$ cat config.mk
export PLATFORM = sky130hd
export DESIGN_NAME = fetch_feeder
export DESIGN_NICKNAME = d
export VERILOG_FILES = /design/src/rtl/proc_pkg.sv /design/src/rtl/instr_queue.sv /design/src/rtl/fetch_feeder.sv
export SDC_FILE = /design/constraint.sdc
export NUM_CORES = 1
export LEC_CHECK = 0
export CAP_MARGIN = 20
export CORE_MARGIN = 2
export CORE_UTILIZATION = 45
export DETAILED_ROUTE_END_ITERATION = 16
export PLACE_DENSITY = 0.76
export SLEW_MARGIN = 40
export SYNTH_ARGS = -nofsm -noshare
export SYNTH_HDL_FRONTEND = slang
export SYNTH_HIERARCHICAL = 1
export SYNTH_SLANG_ARGS = --single-unit
$ cat constraint.sdc
create_clock -name clk -period 10.5 [get_ports clk]
set_input_delay 2.1 -clock clk [delete_from_list [all_inputs] [get_ports clk]]
set_output_delay 2.1 -clock clk [all_outputs]
set_load 0.02 [all_outputs]
$ cat src/rtl/proc_pkg.sv
`default_nettype none
// ----------------------------------------------------------------------------
// proc_pkg : instruction and fetch-group widths shared by fetch and issue
// Rev 1.0
// ----------------------------------------------------------------------------
package proc_pkg;
  localparam int INSTR_W = 16;
  localparam int FETCH_W = 32;
  localparam logic [INSTR_W-1:0] NOP = 16'h0000;

  typedef logic [INSTR_W-1:0] instr_t;
  typedef logic [FETCH_W-1:0] fetch_grp_t;
endpackage
`default_nettype wire

$ cat src/rtl/instr_queue.sv
`default_nettype none
// ----------------------------------------------------------------------------
// instr_queue : circular 16-bit instruction queue, 2 write / 2 read ports
// Rev 1.0
// ----------------------------------------------------------------------------
module instr_queue
  import proc_pkg::*;
#(
  parameter int DEPTH = 8
) (
  input  logic                   clk,
  input  logic                   rst,
  input  logic                   flush_i,
  input  logic                   wr_en_i,
  input  logic [FETCH_W-1:0]     wr_grp_i,
  input  logic [1:0]             consume_i,
  output logic [INSTR_W-1:0]     rd0_o,
  output logic [INSTR_W-1:0]     rd1_o,
  output logic [$clog2(DEPTH):0] count_o
);
  localparam int PTR_W = $clog2(DEPTH);
  localparam int CNT_W = PTR_W + 1;

  logic [INSTR_W-1:0] mem_q [DEPTH];
  logic [PTR_W-1:0]   head_q, head_d, tail_q, tail_d;
  logic [PTR_W-1:0]   w_head1, w_tail1;
  logic [CNT_W-1:0]   count_q, count_d;

  assign w_head1 = head_q + PTR_W'(1);
  assign w_tail1 = tail_q + PTR_W'(1);

  // Consume and refill may land on the same edge; the caller guarantees room.
  always_comb begin
    head_d  = head_q;
    tail_d  = tail_q;
    count_d = count_q;
    if (flush_i) begin
      head_d  = '0;
      tail_d  = '0;
      count_d = '0;
    end else begin
      head_d  = head_q + PTR_W'(consume_i);
      count_d = count_q - CNT_W'(consume_i);
      if (wr_en_i) begin
        tail_d  = tail_q + PTR_W'(2);
        count_d = count_d + CNT_W'(2);
      end
    end
  end

  always_ff @(posedge clk or posedge rst) begin
    if (rst) begin
      head_q  <= '0;
      tail_q  <= '0;
      count_q <= '0;
    end else begin
      head_q  <= head_d;
      tail_q  <= tail_d;
      count_q <= count_d;
    end
  end

  always_ff @(posedge clk) begin
    if (wr_en_i && !flush_i) begin
      mem_q[tail_q]  <= wr_grp_i[INSTR_W-1:0];
      mem_q[w_tail1] <= wr_grp_i[FETCH_W-1:INSTR_W];
    end
  end

  assign rd0_o   = mem_q[head_q];
  assign rd1_o   = mem_q[w_head1];
  assign count_o = count_q;
endmodule
`default_nettype wire

$ cat src/rtl/fetch_feeder.sv
`default_nettype none
// ----------------------------------------------------------------------------
// fetch_feeder : fetch PC / single-outstanding fetch control feeding issue
// Rev 1.0
// ----------------------------------------------------------------------------
module fetch_feeder
  import proc_pkg::*;
#(
  parameter int          QDEPTH   = 8,
  parameter logic [15:0] RESET_PC = 16'h0000
) (
  input  logic               clk,
  input  logic               rst,
  output logic               imem_req,
  output logic [15:0]        imem_addr,
  input  logic               imem_rvalid,
  input  logic [FETCH_W-1:0] imem_rdata,
  input  logic               redirect_valid,
  input  logic [15:0]        redirect_pc,
  input  logic               isstall,
  input  logic               issingleinstr,
  output logic [INSTR_W-1:0] instr1_o,
  output logic [INSTR_W-1:0] instr2_o
);
  localparam int CNT_W = $clog2(QDEPTH) + 1;

  logic [15:0]        pc_q, pc_d;
  logic               inflight_q, inflight_d;
  logic               hold_q, hold_d;
  logic               epoch_q, epoch_d;
  logic               req_epoch_q, req_epoch_d;

  logic [CNT_W-1:0]   w_count;
  logic [INSTR_W-1:0] w_rd0, w_rd1;
  logic [1:0]         w_lim, w_consume;
  logic               w_room, w_accept;

  always_comb begin
    w_lim = hold_q ? 2'd1 : 2'd2;
    if (isstall)
      w_consume = 2'd0;
    else if (w_count < CNT_W'(w_lim))
      w_consume = w_count[1:0];
    else
      w_consume = w_lim;
  end

  assign w_room   = ({1'b0, w_count} - (CNT_W+1)'(w_consume) + (CNT_W+1)'(2))
                    <= (CNT_W+1)'(QDEPTH);
  assign imem_req  = !rst && !inflight_q && !redirect_valid && w_room;
  assign imem_addr = pc_q;

  // Returned data is kept only for a live request issued in the current epoch.
  assign w_accept = imem_rvalid && !redirect_valid && inflight_q && (req_epoch_q == epoch_q);

  always_comb begin
    pc_d        = pc_q;
    inflight_d  = inflight_q;
    epoch_d     = epoch_q;
    req_epoch_d = req_epoch_q;
    hold_d      = issingleinstr && !isstall;
    if (redirect_valid) begin
      pc_d       = redirect_pc & 16'hFFFE;
      inflight_d = 1'b0;
      epoch_d    = !epoch_q;
      hold_d     = 1'b0;
    end else if (imem_req) begin
      pc_d        = pc_q + 16'd2;
      inflight_d  = 1'b1;
      req_epoch_d = epoch_q;
    end else if (w_accept) begin
      inflight_d = 1'b0;
    end
  end

  always_ff @(posedge clk or posedge rst) begin
    if (rst) begin
      pc_q        <= RESET_PC;
      inflight_q  <= 1'b0;
      hold_q      <= 1'b0;
      epoch_q     <= 1'b0;
      req_epoch_q <= 1'b0;
    end else begin
      pc_q        <= pc_d;
      inflight_q  <= inflight_d;
      hold_q      <= hold_d;
      epoch_q     <= epoch_d;
      req_epoch_q <= req_epoch_d;
    end
  end

  instr_queue #(
    .DEPTH (QDEPTH)
  ) u_queue (
    .clk       (clk),
    .rst       (rst),
    .flush_i   (redirect_valid),
    .wr_en_i   (w_accept),
    .wr_grp_i  (imem_rdata),
    .consume_i (w_consume),
    .rd0_o     (w_rd0),
    .rd1_o     (w_rd1),
    .count_o   (w_count)
  );

  assign instr1_o = (!redirect_valid && w_count >= CNT_W'(1)) ? w_rd0 : NOP;
  assign instr2_o = (!redirect_valid && !hold_q && w_count >= CNT_W'(2)) ? w_rd1 : NOP;
endmodule
`default_nettype wire
==> metrics.txt <==
Hold Crit Class flip-flop to flip-flop; clock buffer count from CTS 17; # nets final 860; top cells by count, synth edfxtp_1, nand2_1, clkbuf_1, mux2i_1; number of top-level pins between 100 and 150; # Post-CTS Setup Buffers 0; WL final 22440 µm; Cell Area, Placed 10320 µm²; estimated wirelength of the detail-placed design 14070 µm; number of enable flip-flop cells after synthesis 128; Synth Register Bits between 150 and 200; PwrDens 206.8 nW/µm²; clock skew 0.01039 ns; DR WL/cell 21.01 µm; Clock Sinks 156; n_diodes 0; CP required 8.40 ns; Worst-Margin Slew ~0.84 ns; detailed router's first-iteration violation count 446; Critical Path End Type output port; Synth area leader edfxtp_1; Max H-tree Level 4; hold path depth 1; Syn Area/Cell 12.76 µm²; Post-CTS Resized 0; final instance area 10920 µm²; P_leak 4.040 nW; Routed Antenna Nets 0; floorplan core area 20230 µm²; max_slew headroom between 40% and 50%; Via-to-Cell Ratio 5.812; Netlist cell types 54; clk_lat worst skew 0.43 ns; CP Max Fanout 16; final setup TNS 0 ns; minimum clock period 7.977 ns; First-pass DRT Iterations 5; root buf cell clkbuf_16; RSZ-0062 raised after global routing no; initial core utilization about 46%; antenna violations before repair 1; vias between 6000 and 7000; R2R Path Start u_queue/count_o[2]; status completed; Syn Nets 800; Syn. warnings 6; Slew Limit Fails 0; vias in the first global route between 6000 and 7000; area share of the leading cell type in the synthesized netlist 41.56%; Syn Inst Count 725; DIE AREA 21720 µm²; die span in y 147.4 µm; Buffers on Ports 100; VDD IR max 132.4 µV; Row Count 52; clock slew at reported path FFs 0.07 ns; Async S/R FF share, synth 17.95%; Hold Fails Final Rpt 0; # DRC 0; Setup crit start kind input pin; Hold EP epoch_q; Hold Slack 0.5290 ns; grt ovf 0; Setup WS post-layout approximately 2.5 ns; Tot Pwr 2.258 mW; register area share after synthesis 49.13%; R2R Setup Slk 5.95 ns; reg2reg end imem_addr[10]; synth-to-layout area growth 18.06%; global placement routability congestion approximately 0.77; most common cell in the synthesized netlist edfxtp_1; fmax ~130 MHz; Place WS 2.494 ns; HP Start epoch_q; Main synth FF type edfxtp_1; setup violators final 0; die width 147.4 µm; Max-Cap Viols 0; top cells by area, synth edfxtp_1, mux4_2, dfrtp_1; layout cells sized above 1 15.54%; CTS tree done; synthesized area slightly above 9000 µm²; maximum clock path buffer count 2; Worst EP arrival 5.88 ns; Final period util 75.97%; global-route wire length before repair 34870 µm; hold buffers post-CTS 0; Crit Path Category input pin to output port; Reg2Reg Depth 15; Total Routing Usage GR a little over a fifth; pin count of the biggest net entering global routing 98
-- sequential cells by signal, summed over array words and instances, names as in the netlist --
register,count
u_queue/mem_q,128
imem_addr,15
u_queue/count_o,4
u_queue/head_q,3
u_queue/tail_q,2
epoch_q,1
hold_q,1
inflight_q,1
req_epoch_q,1
-- cells in the final DEF, fill, tap and decap left out, types with 4 or more instances in the layout --
| cell type | netlist | final |
|---|---|---|
| edfxtp_1 | 128 | 128 |
| clkdlybuf4s50_1 | 0 | 100 |
| nand2_1 | 58 | 58 |
| mux2i_1 | 37 | 37 |
| and3_1 | 36 | 36 |
| nor2b_1 | 36 | 36 |
| mux2_1 | 35 | 35 |
| and2_1 | 32 | 32 |
| mux4_2 | 32 | 32 |
| a2111oi_0 | 32 | 32 |
| mux2_4 | 28 | 28 |
| dfrtp_1 | 28 | 26 |
| nor2_1 | 23 | 23 |
| inv_1 | 27 | 18 |
| ha_1 | 18 | 17 |
| clkbuf_16 | 0 | 17 |
| nor4_1 | 16 | 16 |
| o21ai_0 | 11 | 11 |
| a31oi_1 | 8 | 8 |
| xor2_1 | 8 | 8 |
| inv_2 | 0 | 7 |
| nand3_1 | 6 | 6 |
| clkinv_1 | 1 | 5 |
| buf_4 | 8 | 5 |
| o31ai_1 | 4 | 4 |
| or4_1 | 4 | 4 |
| a21oi_1 | 5 | 4 |
| or3_1 | 4 | 4 |
| nand2_4 | 4 | 4 |
-- power breakdown --
group	internal, mW	total (mW)	switching (mW)
Combinational	0.394	0.888	0.494
Clock	0.373	0.623	0.249
Sequential	0.700	0.747	0.0473
Total	1.47	2.26	0.791
-- worst max-delay path, stage by stage --
cell and delay, ns:
clkdlybuf4s50_1 0.45, a211oi_1 0.51, ha_1 0.35, inv_1 0.06, ha_1 0.19, fa_1 0.42
or3b_4 0.42, a211o_1 0.29, nand3b_4 0.27, nor2_1 0.19, clkdlybuf4s50_1 0.63
-- worst max-delay path by stage --
stage / start / slack (ns) / depth (start not counted) / end
floorplan: isstall / 3.65 / 10 / imem_req
global placement: isstall / 2.61 / 11 / imem_req
detailed placement: isstall / 2.49 / 11 / imem_req
CTS: isstall / 2.49 / 11 / imem_req
global route: isstall / 2.32 / 11 / imem_req
finish: isstall / 2.52 / 11 / imem_req
-- through the flow --
step                util, %  cells
detailed placement    51.01   1036
floorplan                 -    725
finish                53.96   1068
global placement      50.85   1035
CTS                   53.96   1068
global route          53.96   1068
-- logic make-up (layout without fill, tap and decap cells) --
family,after synthesis,after routing,share of synthesized area (%)
DFF,156,156,49.13
adders and majority gates,21,21,3.084
xor gates and xnor gates,13,13,1.394
muxes,134,134,20.85
and+or+nand+nor,237,237,14.52
AOI/OAI and AO/OA,69,69,5.871
other,1,1,0.04055
buffers and inverters,94,167,5.114
-- per-layer routing --
layer  global-route usage, %  wire length (µm)  up-vias
li1                        -                 -     2839
met1                   26.01              9066     3109
met2                   36.31             11610      211
met3                   3.851              1119       46
met4                   9.663               631        2
met5                       0                13        -
-- area by class of cell --
type / instances / area, µm²
Inverter: 28 / 105.1
Sequential cell: 156 / 4549
Multi-Input combinational cell: 475 / 4260
Timing Repair Buffer: 107 / 1070
Clock buffer: 17 / 425.4
Clock inverter: 15 / 171.4
Fill cell: 1663 / 9315
Tap cell: 270 / 337.8
(Power assumes the default switching activity.)
